## src/rtl/fetch_pkg.sv

```systemverilog
// Shared types and constants for the instruction fetch front end.
package fetch_pkg;

    localparam int PC_W    = 64;
    localparam int INSTR_W = 32;
    localparam int ENTRY_W = PC_W + INSTR_W;

    localparam logic [PC_W-1:0] RESET_PC_DEF = '0;

    typedef struct packed {
        logic [PC_W-1:0]    pc;
        logic [INSTR_W-1:0] instr;
    } fetch_entry_t;

endpackage

```

## src/rtl/fetch_queue_sync_fifo.sv

```systemverilog
// Small synchronous FIFO with registered storage, flush and occupancy count.
module sync_fifo #(
    parameter int WIDTH = 8,
    parameter int DEPTH = 4,
    localparam int AW   = (DEPTH > 1) ? $clog2(DEPTH) : 1,
    localparam int CW   = $clog2(DEPTH + 1)
) (
    input  logic             clk,
    input  logic             reset,
    input  logic             i_flush,
    input  logic             i_push,
    input  logic [WIDTH-1:0] i_data,
    input  logic             i_pop,
    output logic [WIDTH-1:0] o_data,
    output logic [CW-1:0]    o_count
);

    logic [WIDTH-1:0] r_mem [DEPTH];
    logic [AW-1:0]    r_wr;
    logic [AW-1:0]    r_rd;
    logic [CW-1:0]    r_count;

    // Push and pop may coincide when full: the head is read before the
    // slot it occupies is overwritten at the edge.
    always_ff @(posedge clk or negedge reset) begin
        if (!reset) begin
            r_mem   <= '{default: '0};
            r_wr    <= '0;
            r_rd    <= '0;
            r_count <= '0;
        end else if (i_flush) begin
            r_wr    <= '0;
            r_rd    <= '0;
            r_count <= '0;
        end else begin
            if (i_push) begin
                r_mem[r_wr] <= i_data;
                r_wr        <= r_wr + AW'(1);
            end
            if (i_pop) begin
                r_rd <= r_rd + AW'(1);
            end
            r_count <= r_count + CW'(i_push) - CW'(i_pop);
        end
    end

    assign o_data  = r_mem[r_rd];
    assign o_count = r_count;

endmodule

```

## src/rtl/fetch_queue.sv

```systemverilog
// Decoupled fetch front end: sequential requests to a variable-latency
// instruction memory, in-order instruction queue, redirect with stale drop.
module fetch_queue
    import fetch_pkg::*;
#(
    parameter int              DEPTH    = 4,
    parameter logic [PC_W-1:0] RESET_PC = RESET_PC_DEF
) (
    input  logic               clk,
    input  logic               reset,
    output logic               imem_req_valid,
    input  logic               imem_req_ready,
    output logic [PC_W-1:0]    imem_req_addr,
    input  logic               imem_rsp_valid,
    input  logic [INSTR_W-1:0] imem_rsp_data,
    output logic               inst_valid,
    input  logic               inst_ready,
    output logic [INSTR_W-1:0] inst_data,
    output logic [PC_W-1:0]    inst_pc,
    input  logic               redirect,
    input  logic [PC_W-1:0]    redirect_pc
);

    localparam int OW = $clog2(2 * DEPTH + 1);
    localparam int QW = $clog2(DEPTH + 1);
    localparam int SW = OW + 1;

    logic [PC_W-1:0] r_fetch_pc;
    logic [OW-1:0]   r_outstanding;
    logic [OW-1:0]   r_drop;

    logic [OW-1:0]   w_out_next;
    logic [SW-1:0]   w_reserved;
    logic [QW-1:0]   w_q_count;
    logic [QW-1:0]   w_pc_count;
    logic [PC_W-1:0] w_pc_head;
    logic            w_req_valid;
    logic            w_acc;
    logic            w_rsp_live;
    logic            w_pop;
    fetch_entry_t    w_push_ent;
    fetch_entry_t    w_head;

    // Live in-flight requests already own a queue slot.
    assign w_reserved  = SW'(w_q_count) + SW'(r_outstanding - r_drop);
    assign w_req_valid = reset && !redirect
                       && (w_reserved < SW'(DEPTH))
                       && (r_outstanding < OW'(2 * DEPTH));
    assign w_acc       = w_req_valid && imem_req_ready;
    assign w_rsp_live  = imem_rsp_valid && (r_drop == '0)
                       && (w_pc_count != '0);
    assign w_pop       = (w_q_count != '0) && inst_ready;
    assign w_out_next  = r_outstanding + OW'(w_acc) - OW'(imem_rsp_valid);

    assign w_push_ent = '{pc: w_pc_head, instr: imem_rsp_data};

    always_ff @(posedge clk or negedge reset) begin
        if (!reset) begin
            r_fetch_pc    <= RESET_PC;
            r_outstanding <= '0;
            r_drop        <= '0;
        end else begin
            r_outstanding <= w_out_next;
            if (redirect) begin
                r_fetch_pc <= redirect_pc;
                r_drop     <= w_out_next;
            end else begin
                if (w_acc) begin
                    r_fetch_pc <= r_fetch_pc + PC_W'(1);
                end
                if (imem_rsp_valid && (r_drop != '0)) begin
                    r_drop <= r_drop - OW'(1);
                end
            end
        end
    end

    sync_fifo #(
        .WIDTH (PC_W),
        .DEPTH (DEPTH)
    ) u_pc_fifo (
        .clk     (clk),
        .reset   (reset),
        .i_flush (redirect),
        .i_push  (w_acc),
        .i_data  (r_fetch_pc),
        .i_pop   (w_rsp_live),
        .o_data  (w_pc_head),
        .o_count (w_pc_count)
    );

    sync_fifo #(
        .WIDTH (ENTRY_W),
        .DEPTH (DEPTH)
    ) u_inst_q (
        .clk     (clk),
        .reset   (reset),
        .i_flush (redirect),
        .i_push  (w_rsp_live),
        .i_data  (w_push_ent),
        .i_pop   (w_pop),
        .o_data  (w_head),
        .o_count (w_q_count)
    );

    assign imem_req_valid = w_req_valid;
    assign imem_req_addr  = r_fetch_pc;
    assign inst_valid     = (w_q_count != '0);
    assign inst_data      = w_head.instr;
    assign inst_pc        = w_head.pc;

endmodule
```

## config.mk

```make
export PLATFORM = sky130hd
export DESIGN_NAME = fetch_queue
export DESIGN_NICKNAME = d
export VERILOG_FILES = /design/src/rtl/fetch_pkg.sv /design/src/rtl/fetch_queue_sync_fifo.sv /design/src/rtl/fetch_queue.sv
export SDC_FILE = /design/constraint.sdc
export NUM_CORES = 1
export LEC_CHECK = 0
export BUFFER_PORTS_ARGS = -buffer_cell sky130_fd_sc_hd__buf_2
export CORE_MARGIN = 8
export CORE_UTILIZATION = 62
export CTS_BUF_LIST = sky130_fd_sc_hd__clkbuf_4 sky130_fd_sc_hd__clkbuf_8
export CTS_CLUSTER_SIZE = 20
export DETAILED_ROUTE_END_ITERATION = 12
export MAX_ROUTING_LAYER = met4
export PLACE_DENSITY = 0.84
export SKIP_LAST_GASP = 1
export SYNTH_ARGS = -nofsm -noshare
export SYNTH_HDL_FRONTEND = slang
export SYNTH_SLANG_ARGS = --single-unit
```

## constraint.sdc

```tcl
create_clock -name clk -period 4.9 [get_ports clk]
set_clock_uncertainty 0.1 [all_clocks]
set_input_delay 0.245 -clock clk [delete_from_list [all_inputs] [get_ports clk]]
set_output_delay 0.245 -clock clk [all_outputs]
set_load 0.005 [all_outputs]
```

# --- Word-level counts from Yosys, hierarchy flattened ---
# Cells that the tools add are included.
# Widths: inputs -> output; s select.
word_totals:
  regBits: 726
  latch_bits: 0
  ramBits: 0
  rom_bits: 0
  n_memories: 0
op_classes:
  addsub: 14
  n_mul: 0
  div: 0
  magnitude_cmp: 8
  n_eq_ne: 0
  shifts: 0
  mux: 26
  bitwise_logic: 5
  n_reduce_logical: 21
op_table:
  columns: ["cell", "n"]
  rows:
  - ["$bwmux 384", 1]
  - ["$mux 64", 5]
  - ["$mux 96", 3]
  - ["$bwmux 256", 1]
  - ["$bmux 96 s2", 1]
  - ["$demux 96 s2", 1]
  - ["$bmux 64 s2", 1]
  - ["$demux 64 s2", 1]
  - ["$add 64x1->64 const B", 1]
  - ["$mux 2", 8]
  - ["$ge 3x3->1 const B", 4]
  - ["$not 2->3", 4]
  - ["$logic_and 1x1->1", 10]
  - ["$add 2x1->2 const B", 4]
  - ["$mux 4", 2]
  - ["$reduce_bool 2->1", 4]
  - ["$add 3x1->3", 2]
  - ["$lt 3x1->1 const B", 2]
  - ["$mux 3", 2]
  - ["$reduce_bool 3->1", 2]
  - ["$sub 3x1->3", 2]
  - ["$add 3x5->5", 1]
  - ["$lt 5x3->1 const B", 1]
  - ["$sub 4x4->5", 1]
  - ["other kinds (9)", 10]

# --- Depth between registers and ports, before layout ---
# Gate-level depths: netlist (run 1).
depth:
  ltp_word: 9
  mapped_depth: 19

# --- Modules after synthesis ---
# A second synthesis (run 1) with hierarchy kept.
unflattened:
  hier_cells: 2179
  hier_area_um2: 34667.0
by_module_without_submodules:
  columns: ["mod", "n_inst", "cells_per_inst", "area_per_inst_um2"]
  rows:
  - ["sync_fifo (u_inst_q)", 1, 964, 17484.3]
  - ["sync_fifo (u_pc_fifo)", 1, 657, 12451.9]
  - ["fetch_queue", 1, 558, 4730.8]

# --- Worst setup path before layout (run 1) ---
# Ideal clock, no wire load.
synth_timing:
  kind: "register -> register"
  startpoint: "reg r_outstanding[1]"
  endpoint: "reg u_pc_fifo.r_count[2], in the netlist u_pc_fifo.o_count[2]"
  arrival_ns: 3.826
  path_slack_ns: 0.843
  path_stages_with_launch: 20
  n_path_buf: 2
  period_less_slack_ns: 4.057
  cell_sequence: "dfrtp_1 > inv_1 > fa_1 > inv_1 > ha_1 > and3b_1 > o21a_1 > o21ai_2 > nor2_1 > inv_2 > clkbuf_1 > clkbuf_1 > ha_1 > inv_1 > ha_1 > inv_1 > fa_1 > xor2_1 > xnor2_1 > nor2_1"
synth_between:
  elab_chain_cells: 9
  elab_cells_between_ends: 10
synth_lines:
  columns: ["element", "line", "text"]
  rows:
  - ["start: declaration", "fetch_queue.sv:29", "logic [OW-1:0] r_outstanding;"]
  - ["start signal: assignment", "fetch_queue.sv:63", "r_outstanding <= w_out_next;"]
  - ["$sub 4x4->5", "fetch_queue.sv:45", "assign w_reserved = SW'(w_q_count) + SW'(r_outstanding - r_drop);"]
  - ["$add 3x5->5", "fetch_queue.sv:45", null]
  - ["$lt 5x3->1", "fetch_queue.sv:47", "&& (w_reserved < SW'(DEPTH))"]
  - ["$logic_and 1x1->1", "fetch_queue.sv:47", null]
  - ["$logic_and 1x1->1 (*)", "fetch_queue.sv:48", "&& (r_outstanding < OW'(2 * DEPTH));"]
  - ["$logic_and 1x1->1 (*)", "fetch_queue.sv:49", "assign w_acc = w_req_valid && imem_req_ready;"]
  - ["$add 3x1->3 (*)", "fetch_queue_sync_fifo.sv:43", "r_count <= r_count + CW'(i_push) - CW'(i_pop);"]
  - ["$sub 3x1->3 (*)", "fetch_queue_sync_fifo.sv:43", null]
  - ["$mux 3 (*)", "fetch_queue_sync_fifo.sv:31", "end else if (i_flush) begin"]
  - ["end signal: assignment", "fetch_queue_sync_fifo.sv:43", null]
  - ["end: declaration", "fetch_queue_sync_fifo.sv:21", "logic [CW-1:0] r_count;"]
# Mark *: on every way between the ends. The rest lies on a longest branch, timed or not.
# A chain may end at the register's enable or synchronous reset.

# --- Final worst setup path (run 1) ---
layout_timing:
  startpoint: "reg r_outstanding[2]"
  endpoint: "reg r_fetch_pc[56], in the netlist imem_req_addr[56]"
layout_between:
  elab_chain_cells: 7
  elab_cells_between_ends: 8
layout_lines:
  columns: ["element", "line", "text"]
  rows:
  - ["$sub 4x4->5", "fetch_queue.sv:45", null]
  - ["$add 3x5->5", "fetch_queue.sv:45", null]
  - ["$lt 5x3->1", "fetch_queue.sv:47", null]
  - ["$logic_and 1x1->1", "fetch_queue.sv:47", null]
  - ["$logic_and 1x1->1 (*)", "fetch_queue.sv:48", null]
  - ["$logic_and 1x1->1 (*)", "fetch_queue.sv:49", null]
  - ["$reduce_bool 2->1 (no source line) (*)", null, null]
  - ["end signal: assignment", "fetch_queue.sv:65", "r_fetch_pc <= redirect_pc;"]
  - ["end signal: assignment", "fetch_queue.sv:69", "r_fetch_pc <= r_fetch_pc + PC_W'(1);"]
  - ["end: declaration", "fetch_queue.sv:28", "logic [PC_W-1:0] r_fetch_pc;"]
# Marked as above.

==> results of run 1 <==
-- flip-flops by register name, indices dropped and copies added (netlist names) --
register           flops
u_pc_fifo.r_rd         2
u_inst_q.r_wr          2
u_pc_fifo.r_wr         2
r_outstanding          4
u_pc_fifo.r_mem      256
imem_req_addr         64
u_inst_q.r_rd          2
u_inst_q.o_count       3
r_drop                 4
u_inst_q.r_mem       384
u_pc_fifo.o_count      3
-- how the worst max path moves through the flow --
stage                     slack (ns)                    to        startpoint
after floorplan                 0.84  u_pc_fifo.o_count[2]  r_outstanding[1]
after global placement          0.86  u_pc_fifo.o_count[2]  r_outstanding[2]
after detailed placement        0.83  u_pc_fifo.o_count[2]  r_outstanding[2]
after CTS                       0.80  u_pc_fifo.o_count[2]  r_outstanding[2]
after global routing            0.57             r_drop[2]  r_outstanding[2]
final                           0.69     imem_req_addr[56]  r_outstanding[2]
-- area by class of cell --
type                            count  area, µm²
Sequential cell                   726      18200
Antenna cell                        1       2.50
Timing Repair Buffer              422       2940
Clock inverter                     19        211
Fill cell                        3211      13800
Inverter                           40        150
Tap cell                          688        861
Multi-Input combinational cell   1273      13900
Clock buffer                      187       2350
-- cell usage after synthesis (15+ instances only) --
master / n
sky130_fd_sc_hd__buf_1: 41
sky130_fd_sc_hd__buf_2: 45
sky130_fd_sc_hd__clkbuf_1: 64
sky130_fd_sc_hd__dfrtp_1: 726
sky130_fd_sc_hd__ha_1: 24
sky130_fd_sc_hd__inv_1: 39
sky130_fd_sc_hd__mux2_1: 18
sky130_fd_sc_hd__mux2_2: 626
sky130_fd_sc_hd__mux4_2: 160
sky130_fd_sc_hd__nand2_1: 86
sky130_fd_sc_hd__nand3_1: 31
sky130_fd_sc_hd__nand4_1: 23
sky130_fd_sc_hd__nor2_1: 37
sky130_fd_sc_hd__nor4_1: 31
sky130_fd_sc_hd__o21ai_0: 45
sky130_fd_sc_hd__xnor2_1: 35
sky130_fd_sc_hd__xor2_1: 15
-- logic make-up after synthesis --
family | share of synthesized area
mux | 0.331
flops | 0.553
simple gates | 0.0456
buf+inv | 0.0248
compound gates | 0.0203
xor+xnor | 0.0133
fa+ha+maj | 0.0122
-- power breakdown --
group | internal (mW) | total (mW) | switching [mW]
clock network | 3.23 | 5.60 | 2.37
registers | 6.38 | 6.86 | 0.478
logic | 1.23 | 2.61 | 1.39
total | 10.8 | 15.1 | 4.24
-- per-stage QoR --
step | cell area, µm² | hold slack [ns] | instances
5_1_grt | 38600 | 0.187 | 3356
3_5_place_dp | 34800 | 0.0888 | 3024
3_3_place_gp | 34800 | 0.0807 | 3024
2_1_floorplan | 32900 | -0.151 | 2195
4_1_cts | 38600 | 0.106 | 3355
6_report | 38600 | 0.167 | 3356
-- critical path, stage by stage (launching register included) --
cell	delay [ns]
sky130_fd_sc_hd__dfrtp_1	0.36
sky130_fd_sc_hd__inv_1	0.08
sky130_fd_sc_hd__fa_1	0.53
sky130_fd_sc_hd__inv_1	0.04
sky130_fd_sc_hd__ha_1	0.35
sky130_fd_sc_hd__or3b_1	0.41
sky130_fd_sc_hd__a21oi_2	0.18
sky130_fd_sc_hd__o21ai_2	0.07
sky130_fd_sc_hd__buf_4	0.25
sky130_fd_sc_hd__nor4_1	0.86
sky130_fd_sc_hd__a32oi_1	0.22
sky130_fd_sc_hd__dlygate4sd3_1	0.61
sky130_fd_sc_hd__nand2_1	0.07
-- per-layer routing --
layer,up-vias,GRT usage
li1,8893,-
met1,10900,0.363
met2,667,0.437
met3,194,0.0452
met4,0,0.121
met5,-,-
-- cells in the final DEF (no fill, tap or decap), drive strengths merged, types with 2 or more instances in the layout --
cell type / count
a211o: 4
nor2b: 3
nor4: 32
nand3: 31
nor4b: 3
a21oi: 10
buf: 298
o211ai: 8
o21ai: 47
clkbuf: 187
nor3: 10
ha: 24
dlygate4sd3: 124
xor2: 15
nand2: 90
nand4: 25
dfrtp: 726
or4: 9
o31ai: 7
xnor2: 35
nor2: 37
or2: 4
and2: 9
o21a: 3
and4: 3
inv: 41
clkinvlp: 4
and3: 10
fa: 5
clkinv: 10
a31o: 2
a31oi: 13
or3: 13
mux2: 644
bufinv: 4
mux4: 160
nor3b: 2
==> results.md, run 1 <==
- For the worst-skew pair, the clock arrives at the later sink with an insertion delay of 0.72 ns.
- The minimum setup slack in the final design is 0.686 ns.
- The measured slew at the worst slew-check pin is 1.13 ns.
- After synthesis the cells add up to 32900 µm².
- The worst register-to-register path ends at imem_req_addr[56].
- The top flip-flop cell by instance count after synthesis is sky130_fd_sc_hd__dfrtp_1.
- The number of synthesized register bits is 726.
- Static timing analysis puts the maximum clock frequency at 0.237 GHz.
- The worst reg-to-reg setup slack is 0.69 ns.
- After detailed routing, the number of vias per cell comes to 6.16.
- After clock tree synthesis, the clock-pin slew on the worst setup and hold paths is 0.06 ns.
- Before CTS, the worst setup slack after placement is 0.834 ns.
- The first detailed-routing pass took 5 iterations.
- The average wire length per cell after detail routing is 24.1 µm.
- Ranked by total cell area, the synthesized netlist is headed by sky130_fd_sc_hd__dfrtp_1, sky130_fd_sc_hd__mux2_2, sky130_fd_sc_hd__mux4_2, sky130_fd_sc_hd__nand2_1, sky130_fd_sc_hd__xnor2_1.
- The top cell type's share of synthesized area is 0.553.
- The number of hold violations in the final report is 0.
- In this run the core area contains 84 standard-cell rows.
- The data required time at the worst endpoint is 5.45 ns.
- The post-CTS setup repair buffer count is 0.
- In this run the standard cell core region covers 52400 µm².
- The die height is 246 µm.
- During synthesis, Yosys emitted a total of 0 warnings.
- After detailed routing, the met2 layer carries 39600 µm of wire.
- The synthesized design spends more area on one cell type than any other, namely sky130_fd_sc_hd__dfrtp_1.
- For this run, the register share of the synthesized area comes to 0.553.
- The count of endpoints failing setup in the final report is 0.
- 264 I/O pins were placed.
- The share of the clock period used by the worst path after layout is 0.860.
- Along the worst hold path, the cell count comes to 4.
- Setup repair after global routing left no endpoint under its margin.
- The area growth from synthesis to final layout is 17.5%.
- The number of max-cap violations is 0.
- The instance count of the mapped netlist is 2195.
- The number of antenna violations at the first check in global routing is 1.
- The start-to-end type of the worst setup path is reg2reg.
- Counting distinct cell types in the post-synthesis netlist gives 60.
- The topmost layer with routed signal wires is met4.
- The cell depth of the worst flop-to-flop path is 12.
- The kind of end point of the critical path is a flop.
- The first global-routing pass estimated 129000 µm of wire.
- Detailed routing inserted a total of 20700 vias.
- The hold path startpoint is redirect_pc[15].
- The total DRC errors in the routed layout is 0.
- The count of nets left with antenna violations after detail routing is 0.
- The number of pins with negative max-slew slack in the final report is 0.
- The half-perimeter wire length after placement is 51900 µm.
- The overall power is 15.1 mW.
- The number of enable flip-flop cells after synthesis is 0.
- The endpoint arrival time on the critical path is 4.76 ns.
- Counting the buffers created by CTS gives 115.
- The clock passes through at most 3 buffers.
- The number of global-route vias before repair was 22700.
- The number of nets handed over by synthesis was 2326.
- Dividing total power by cell area gives a power density of 390 nW/µm².
- The clock tree from TritonCTS is yes.
- After detailed routing, the wire length on met1 is 34000 µm.
- The worst setup path is launched from a flop.
- The class of the worst hold path is in2reg.
- The capture endpoint of the worst hold path is imem_req_addr[15].
- The initial utilization of the core area, before any placement, comes to 0.626.
- The clock net sink count is 726.
- Along the worst path, the maximum fanout reaches 32.
- The tree is rooted in a sky130_fd_sc_hd__clkbuf_8.
- The maximum number of pins on one net before global-route repair is 177.
- The depth of the CTS H-tree is 3.
- At the end of routability-driven placement, the weighted congestion stood at 0.905.
- The run finished with clean final reports.
- The met3 wire length is 4330 µm.
- The number of hold buffers added after CTS was 125.
- The die is 246 µm wide.
- The number of gates resized after CTS was 0.
- VDD sags by at most 0.427 mV.
- The leakage component of the power is 19.1 nW.
- For this run, the share of the core covered by cells in the final layout is 0.736.
- After routing, the total negative slack on setup checks comes to 0 ns.
- The final net count is 2709.
- The die covers 60600 µm².
- In the final layout, the share of cells above drive strength 1 is 0.494.
- In the global route stage, overall resource usage came out at 0.279.
- The average size of a mapped cell is 15.0 µm².
- The time the worst path needs with I/O delays and setup is 4.21 ns.
- The first routing iteration left 1569 violations.
- The proportion of synthesized flip-flops having asynchronous set or reset is 1.00.
- Input and output buffers added on the ports amount to 263.
- The residual overflow from global routing is 0.
- For this block, the routed nets add up to 81000 µm of wire.
- In this run the critical register-to-register path is launched from r_outstanding[2].
- The remaining max-slew budget at the tightest pin is 0.249.
Note: power is estimated with default switching activity, not from simulation.
==> inputs of run 2 (changes only) <==
Settings changed: CORE_ASPECT_RATIO set to 0.6.
==> run 2 against run 1 <==
Net effect:
- fmax grew 0.37%
- count of clock-buffer cells in the layout down 14
- highest routed layer unchanged
- sequential share of layout area increased by 0.20 points
- hold slack got worse by 0.086 ns
- critical path type unchanged
- total power fell by 3.1%
- cell area fell by 0.42%
- setup slack gained 0.016 ns
- global-route usage increased by 0.61 points
- non-clock buffer count grew 17
- critical endpoint is now u_pc_fifo.o_count[2]
==> results.md, run 2 (same netlist as run 1, synthesis figures left out) <==
- The most common library cell in the layout ignoring fill and taps is sky130_fd_sc_hd__dfrtp_1 (unchanged).
- The measured slew at the worst slew-check pin is 1.04 ns (was 1.13 ns).
- The post-CTS setup repair buffer count was 0 (unchanged).
- The highest ir drop seen on vdd is 0.360 mV (was 0.427 mV).
- The final weighted congestion in routability-driven placement is 0.894 (was 0.905).
- The insertion delay to the later sink of the worst-skew pair was 0.71 ns (was 0.72 ns).
- The reg-to-reg endpoint is u_pc_fifo.o_count[2] (was imem_req_addr[56]).
- The class of the worst hold path is in2async (was in2reg).
- The per-cell via count in the routed design was 6.27 (was 6.16).
- The share of the clock period used by the worst path after layout is 0.857 (was 0.860).
- The floorplan die area came to 60900 µm² (was 60600 µm²).
- The sum of routed wire segments on met1 is 35700 µm (was 34000 µm).
- The time the worst path needs with I/O delays and setup is 4.20 ns (was 4.21 ns).
- The average wire length per cell after detail routing is 25.0 µm (was 24.1 µm).
- The via count is 21100 (was 20700).
- The overall power is 14.6 mW (was 15.1 mW).
- The element type at the critical path start is a flop (unchanged).
- The top-level port count is 264 (unchanged).
- The number of global-route vias before repair is 22900 (was 22700).
- The register ranked first by flip-flop count is u_inst_q.r_mem (unchanged).
- The maximum fanout count along the critical path is 23 (was 32).
- The area of all placed cells without fillers is 38400 µm² (was 38600 µm²).
- The residual overflow from global routing is 0 (unchanged).
- The TritonCTS buffer count is 104 (was 115).
- The clock net sink count is 726 (unchanged).
- The endpoint arrival time on the critical path came to 4.68 ns (was 4.76 ns).
- The count of endpoints failing setup in the final report is 0 (unchanged).
- The cell with the largest stage delay on the worst path is sky130_fd_sc_hd__fa_1 (was sky130_fd_sc_hd__nor4_1).
- The met3 wire length was 6100 µm (was 4330 µm).
- The first-pass GRT wire length is 133000 µm (was 129000 µm).
- The number of flip-flops in the largest register is 384 (unchanged).
- The placed cell area is 34800 µm² (about the same).
- The total DRC errors in the routed layout is 0 (unchanged).
- The total placed cells including tap cells is 3039 (was 3024).
- The number of standard-cell rows in the floorplan was 65 (was 84).
- The number of DRC violations after detailed-routing iteration 0 is 1780 (was 1569).
- The leakage component of the power came to 19.0 nW (was 19.1 nW).
- The number of max-cap violations came to 0 (unchanged).
- The core region area was 52500 µm² (was 52400 µm²).
- The maximum number of pins on one net before global-route repair is 180 (was 177).
- The most frequent cell on the critical path was sky130_fd_sc_hd__inv_1 (unchanged).
- The count of nets left with antenna violations after detail routing is 0 (unchanged).
- The global routing usage summed across all routing layers was 0.285 (was 0.279).
- The die height was 194 µm (was 246 µm).
- The number of pins with negative max-slew slack in the final report is 0 (unchanged).
- The areal power density over the cells is 380 nW/µm² (was 390 nW/µm²).
- The worst reg-to-reg setup slack was 0.70 ns (was 0.69 ns).
- The cell depth of the worst flop-to-flop path came to 18 (was 12).
- The remaining max-slew budget at the tightest pin is 0.304 (was 0.249).
- The maximum clock rate is 0.238 GHz (was 0.237 GHz).
- The total detailed-routing wirelength is 84200 µm (was 81000 µm).
- The starting utilization of the core area is 0.626 (about the same).
- The reg-to-reg startpoint is r_outstanding[2] (unchanged).
- The number of antenna violations at the first check in global routing is 6 (was 1).
- The number of hold violations in the final report is 0 (unchanged).
- The clock tree from TritonCTS was yes (unchanged).
- The data required time at the worst endpoint is 5.38 ns (was 5.45 ns).
- The non-filler instance count after layout is 3365 (was 3356).
- The final net count is 2715 (was 2709).
- The delay contributed by the slowest stage of the critical path came to 0.54 ns (was 0.86 ns).
- The cell chosen for the clock root is sky130_fd_sc_hd__clkbuf_8 (unchanged).
- The half-perimeter wire length after placement is 54200 µm (was 51900 µm).
- Status: finished, final reports clean (unchanged).
- Unrepaired setup endpoints after global routing: no (unchanged).
- The start-to-end type of the worst setup path is reg2reg (unchanged).
- The area growth from synthesis to final layout was 17.0% (was 17.5%).
- The port buffer count came to 263 (unchanged).
- The register clock-pin slew on the reported worst setup and hold paths is 0.07 ns (was 0.06 ns).
- The final cell utilization of the core is 0.733 (was 0.736).
- The kind of end point of the critical path was a flop (unchanged).
- The ratio of cells with drive above 1 in the final layout is 0.486 (was 0.494).
- Most used cells in the layout excluding fill and tap cells: sky130_fd_sc_hd__dfrtp_1, sky130_fd_sc_hd__mux2_2, sky130_fd_sc_hd__buf_2 (unchanged).
- The buffer levels on the longest clock path came to 3 (unchanged).
- The wire length on met2 was 39800 µm (was 39600 µm).
- The depth of the CTS H-tree is 3 (unchanged).
- The chip width came to 313 µm (was 246 µm).
- The number of detailed-route iterations in the first pass is 5 (unchanged).
- Chain of cells forming the critical path: inv_1 > fa_1 > inv_1 > ha_1 > or3b_1 > a21oi_2 > o21ai_2 > nor2_1 > buf_4 > inv_2 > ha_1 > inv_1 > ha_1 > inv_1 > fa_1 > xor2_1 > xnor2_1 > nor2_1 (was inv_1 > fa_1 > inv_1 > ha_1 > or3b_1 > a21oi_2 > o21ai_2 > buf_4 > nor4_1 > a32oi_1 > dlygate4sd3_1 > nand2_1).
- The topmost layer with routed signal wires is met4 (unchanged).
- The setup TNS was 0 ns (unchanged).
[run 2: changes by cell type in the layout (fill, tap and decap cells not counted), sizes merged]
cell	change
dlygate4sd3	+17
clkbuf	-14
clkinv	-6
clkinvlp	-4
bufinv	-2
diode	+2
inv	+1
[run 2: per-stage QoR]
stage / hold slack [ns] / worst slack, ns
final: 0.0816 / 0.702
after global routing: 0.0436 / 0.431
after CTS: 0.0446 / 0.740
after detailed placement: 0.121 / 0.766
after global placement: 0.112 / 0.881
after floorplan: -0.151 / 0.843
[run 2: area by class of cell]
cell class	count	area [µm²]
Inverter	40	150
Clock inverter	8	97.6
Sequential cell	726	18200
Timing Repair Buffer	439	3120
Antenna cell	3	7.51
Tap cell	703	880
Fill cell	3196	14000
Clock buffer	173	2100
Multi-Input combinational cell	1273	13900
[run 2: routing by layer]
layer | vias to the layer above | track usage
met2 | 814 | 0.434
met3 | 191 | 0.0680
met1 | 11200 | 0.385
met4 | 0 | 0.0898
met5 | - | -
li1 | 8891 | -
[run 2: power by group]
part | internal, mW | switching, mW | total [mW]
clock network | 2.79 | 2.25 | 5.04
logic | 1.24 | 1.45 | 2.69
registers | 6.38 | 0.495 | 6.87
total | 10.4 | 4.20 | 14.6
[run 2: critical path: cells and delay by family, from the launching register on]
family	cells	cell delay (ns)
AO/OA/AOI/OAI	2	0.26
AND/OR/NAND/NOR	3	0.58
adder cells (fa/ha/maj)	5	1.75
buffers and inverters	6	0.66
flip-flops	1	0.38
XOR/XNOR	2	0.31
[run 2: how the worst max path moves through the flow]
stage / start / end / slack (ns) / cells past startpoint
after floorplan: r_outstanding[1] / u_pc_fifo.o_count[2] / 0.84 / 19
after global placement: r_outstanding[2] / u_pc_fifo.o_count[2] / 0.88 / 18
after detailed placement: r_outstanding[2] / u_pc_fifo.o_count[2] / 0.77 / 18
after CTS: r_outstanding[2] / u_pc_fifo.o_count[2] / 0.74 / 18
after global routing: r_outstanding[1] / u_pc_fifo.o_count[2] / 0.43 / 18
final: r_outstanding[2] / u_pc_fifo.o_count[2] / 0.70 / 18
[run 2: timing repair]
action / in CTS / in global routing
resized for setup: 0 / 0
hold buffers: 142 / 0
hold endpoints to repair: 251 / 0
==> inputs of run 3 (changes only) <==
Settings changed: BUFFER_PORTS_ARGS -buffer_cell sky130_fd_sc_hd__buf_2 to -buffer_cell sky130_fd_sc_hd__buf_4, SETUP_SLACK_MARGIN set to 0.5.
==> run 3 against run 2 <==
Net effect:
- global-route usage is 0.40 points higher
- highest routed layer unchanged
- setup slack better by 0.11 ns
- largest power group unchanged
- critical endpoint is now r_drop[2]
- sequential power about the same
- non-clock buffer count fell by 31
==> results.md, run 3 (same netlist as run 1, synthesis figures left out) <==
- The floorplan die area is 60900 µm² (unchanged).
- The total detailed-routing wirelength is 85700 µm (was 84200 µm).
- Unrepaired setup endpoints after global routing: no (unchanged).
- The number of antenna violations at the first check in global routing is 2 (was 6).
- The combined flip-flop and latch cell area was 18200 µm² (unchanged).
- The worst reg-to-reg setup slack was 0.81 ns (was 0.70 ns).
- The half-perimeter wire length after placement is 53400 µm (was 54200 µm).
- The chip width is 313 µm (unchanged).
- The register clock-pin slew on the reported worst setup and hold paths is 0.06 ns (was 0.07 ns).
- The measured slew at the worst slew-check pin is 1.06 ns (was 1.04 ns).
- The data required time at the worst endpoint is 5.41 ns (was 5.38 ns).
- The reg-to-reg startpoint is r_drop[2] (was r_outstanding[2]).
- The areal power density over the cells is 377 nW/µm² (was 380 nW/µm²).
- The start-to-end type of the worst setup path was reg2reg (unchanged).
- The highest ir drop seen on vdd came to 0.268 mV (was 0.360 mV).
- The first-pass GRT wire length is 134000 µm (was 133000 µm).
- The clock net sink count was 726 (unchanged).
- The total of fill cells in the finished design is 3184 (was 3196).
- The TritonCTS buffer count is 101 (was 104).
- The wire length on met2 came to 40300 µm (was 39800 µm).
- The overall power is 14.6 mW (about the same).
- The total DRC errors in the routed layout came to 0 (unchanged).
- The final net count is 2681 (was 2715).
- The topmost layer with routed signal wires is met4 (unchanged).
- The sum of routed wire segments on met1 is 36200 µm (was 35700 µm).
- The starting utilization of the core area is 0.626 (unchanged).
- The sequential share of power came to 0.471 (was 0.470).
- The kind of end point of the critical path is a flop (unchanged).
- The time the worst path needs with I/O delays and setup is 4.09 ns (was 4.20 ns).
- The most common library cell in the layout ignoring fill and taps is sky130_fd_sc_hd__dfrtp_1 (unchanged).
- Status: finished, final reports clean (unchanged).
- The class of the worst hold path is in2async (unchanged).
- The global routing usage summed across all routing layers is 0.289 (was 0.285).
- The maximum clock rate is 0.245 GHz (was 0.238 GHz).
- The per-cell via count in the routed design is 6.30 (was 6.27).
- The delay contributed by the slowest stage of the critical path is 0.53 ns (was 0.54 ns).
- Most used cells in the layout excluding fill and tap cells: sky130_fd_sc_hd__dfrtp_1, sky130_fd_sc_hd__mux2_2, sky130_fd_sc_hd__buf_4 (was sky130_fd_sc_hd__dfrtp_1, sky130_fd_sc_hd__mux2_2, sky130_fd_sc_hd__buf_2).
- The clock tree from TritonCTS is yes (unchanged).
- The clock network power share is 0.337 (was 0.345).
- The area growth from synthesis to final layout is 17.9% (was 17.0%).
- The remaining max-slew budget at the tightest pin is 0.290 (was 0.304).
- The critical path buffer and inverter count came to 5 (was 6).
- The leakage component of the power was 18.9 nW (was 19.0 nW).
- The cell chosen for the clock root was sky130_fd_sc_hd__clkbuf_8 (unchanged).
- The ratio of cells with drive above 1 in the final layout is 0.489 (was 0.486).
- The number of flip-flops in the largest register is 384 (unchanged).
- The setup TNS is 0 ns (unchanged).
- The final weighted congestion in routability-driven placement came to 0.897 (was 0.894).
- The maximum number of pins on one net before global-route repair is 188 (was 180).
- The via count is 21000 (was 21100).
- The number of max-cap violations is 0 (unchanged).
- The number of standard-cell rows in the floorplan was 65 (unchanged).
- Chain of cells forming the critical path: fa_1 > inv_1 > ha_1 > or3b_1 > a21oi_2 > o21ai_2 > nor2_1 > buf_4 > inv_4 > ha_1 > inv_1 > ha_1 > inv_1 > fa_1 > xnor2_1 > nand2_1 > o21ai_0 (was inv_1 > fa_1 > inv_1 > ha_1 > or3b_1 > a21oi_2 > o21ai_2 > nor2_1 > buf_4 > inv_2 > ha_1 > inv_1 > ha_1 > inv_1 > fa_1 > xor2_1 > xnor2_1 > nor2_1).
- The cell with the largest stage delay on the worst path was sky130_fd_sc_hd__fa_1 (unchanged).
- The cell family contributing the most delay on the critical path is adder cells (unchanged).
- The top-level port count was 264 (unchanged).
- The startpoint of the most critical setup path is r_drop[2] (was r_outstanding[2]).
- The portion of total power attributed to combinational logic is 0.192 (was 0.184).
- The number of global-route vias before repair is 22700 (was 22900).
- The share of the clock period used by the worst path after layout is 0.835 (was 0.857).
- The insertion delay to the later sink of the worst-skew pair was 0.72 ns (was 0.71 ns).
- The switching portion of total power came to 0.295 (was 0.288).
- The number of hold violations in the final report is 0 (unchanged).
- The internal power of the cells came to 10.3 mW (was 10.4 mW).
- The met3 wire length came to 6610 µm (was 6100 µm).
- The core region area is 52500 µm² (unchanged).
- The depth of the CTS H-tree is 3 (unchanged).
- The number of pins with negative max-slew slack in the final report came to 0 (unchanged).
- The port buffer count is 263 (unchanged).
- The number of DRC violations after detailed-routing iteration 0 was 1714 (was 1780).
- The reg-to-reg endpoint is r_drop[2] (was u_pc_fifo.o_count[2]).
- The count of endpoints failing setup in the final report is 0 (unchanged).
- The count of nets left with antenna violations after detail routing is 0 (unchanged).
- The total area of multi-input combinational cells is 13900 µm² (unchanged).
- The element type at the critical path start is a flop (unchanged).
- The placed cell area is 35400 µm² (was 34800 µm²).
- The area of all placed cells without fillers is 38700 µm² (was 38400 µm²).
- The average wire length per cell after detail routing is 25.7 µm (was 25.0 µm).
- The power dissipated by switching net loads was 4.30 mW (was 4.20 mW).
- The register ranked first by flip-flop count was u_inst_q.r_mem (unchanged).
- The number of detailed-route iterations in the first pass came to 5 (unchanged).
- The maximum fanout count along the critical path came to 23 (unchanged).
- The cell depth of the worst flop-to-flop path is 17 (was 18).
- The residual overflow from global routing is 0 (unchanged).
- The die height is 194 µm (unchanged).
- The buffer levels on the longest clock path came to 3 (unchanged).
- The endpoint arrival time on the critical path was 4.60 ns (was 4.68 ns).
==> run 3: final cells by class <==
type / instances / area share
repair buffers: 408 / 0.0898
flip-flops and latches: 726 / 0.470
diodes: 2 / 0.000129
multi-input cells: 1273 / 0.359
inverters: 40 / 0.00394
well taps: 703 / 0.0227
clock inverters: 14 / 0.00326
clock buffers: 164 / 0.0515
==> run 3: worst max-delay path by stage <==
stage                      endpoint  cells past startpoint
6_report                  r_drop[2]                     17
5_1_grt                   r_drop[2]                     17
4_1_cts                   r_drop[2]                     17
3_5_place_dp              r_drop[2]                     18
3_3_place_gp   u_pc_fifo.o_count[2]                     18
2_1_floorplan  u_pc_fifo.o_count[2]                     19
==> run 3: worst register-to-register path, delay by kind of cell, from the launching register on <==
family / cells / cell delay, ns
adders and majority gates: 5 / 1.75
and+or+nand+nor: 3 / 0.62
buffers and inverters: 5 / 0.49
DFF: 1 / 0.45
AOI/OAI and AO/OA: 3 / 0.37
xor gates and xnor gates: 1 / 0.22
==> run 3: metrics by stage <==
step	util	setup slack, ns	hold slack, ns	instances
CTS	0.738	0.761	0.00478	3328
floorplan	-	0.843	-0.151	2195
finish	0.738	0.811	0.0654	3330
global route	0.738	0.585	0.0682	3330
global placement	0.675	0.856	0.0676	3034
detailed placement	0.675	0.776	0.0794	3034
==> run 3: power by group through the flow <==
stage	Combinational (mW)	Clock (mW)	Sequential, mW
after floorplan	1.89	0	6.66
after global placement	2.57	0	6.92
after detailed placement	2.68	0	6.97
after CTS	2.78	5.00	6.86
after global routing	3.01	5.27	6.93
final	2.80	4.93	6.88
==> run 3: per-layer routing <==
| metal | vias to the layer above | GRT usage |
|---|---|---|
| met5 | - | - |
| met4 | 0 | 0.0950 |
| met3 | 186 | 0.0696 |
| met2 | 869 | 0.435 |
| met1 | 11100 | 0.392 |
| li1 | 8840 | - |
==> run 3: timing repair <==
action,in CTS,in global routing
endpoints found under the setup margin,0,1
hold buffers,116,0
setup buffers,0,0
endpoints found under the hold margin,303,0
resized for setup,0,2
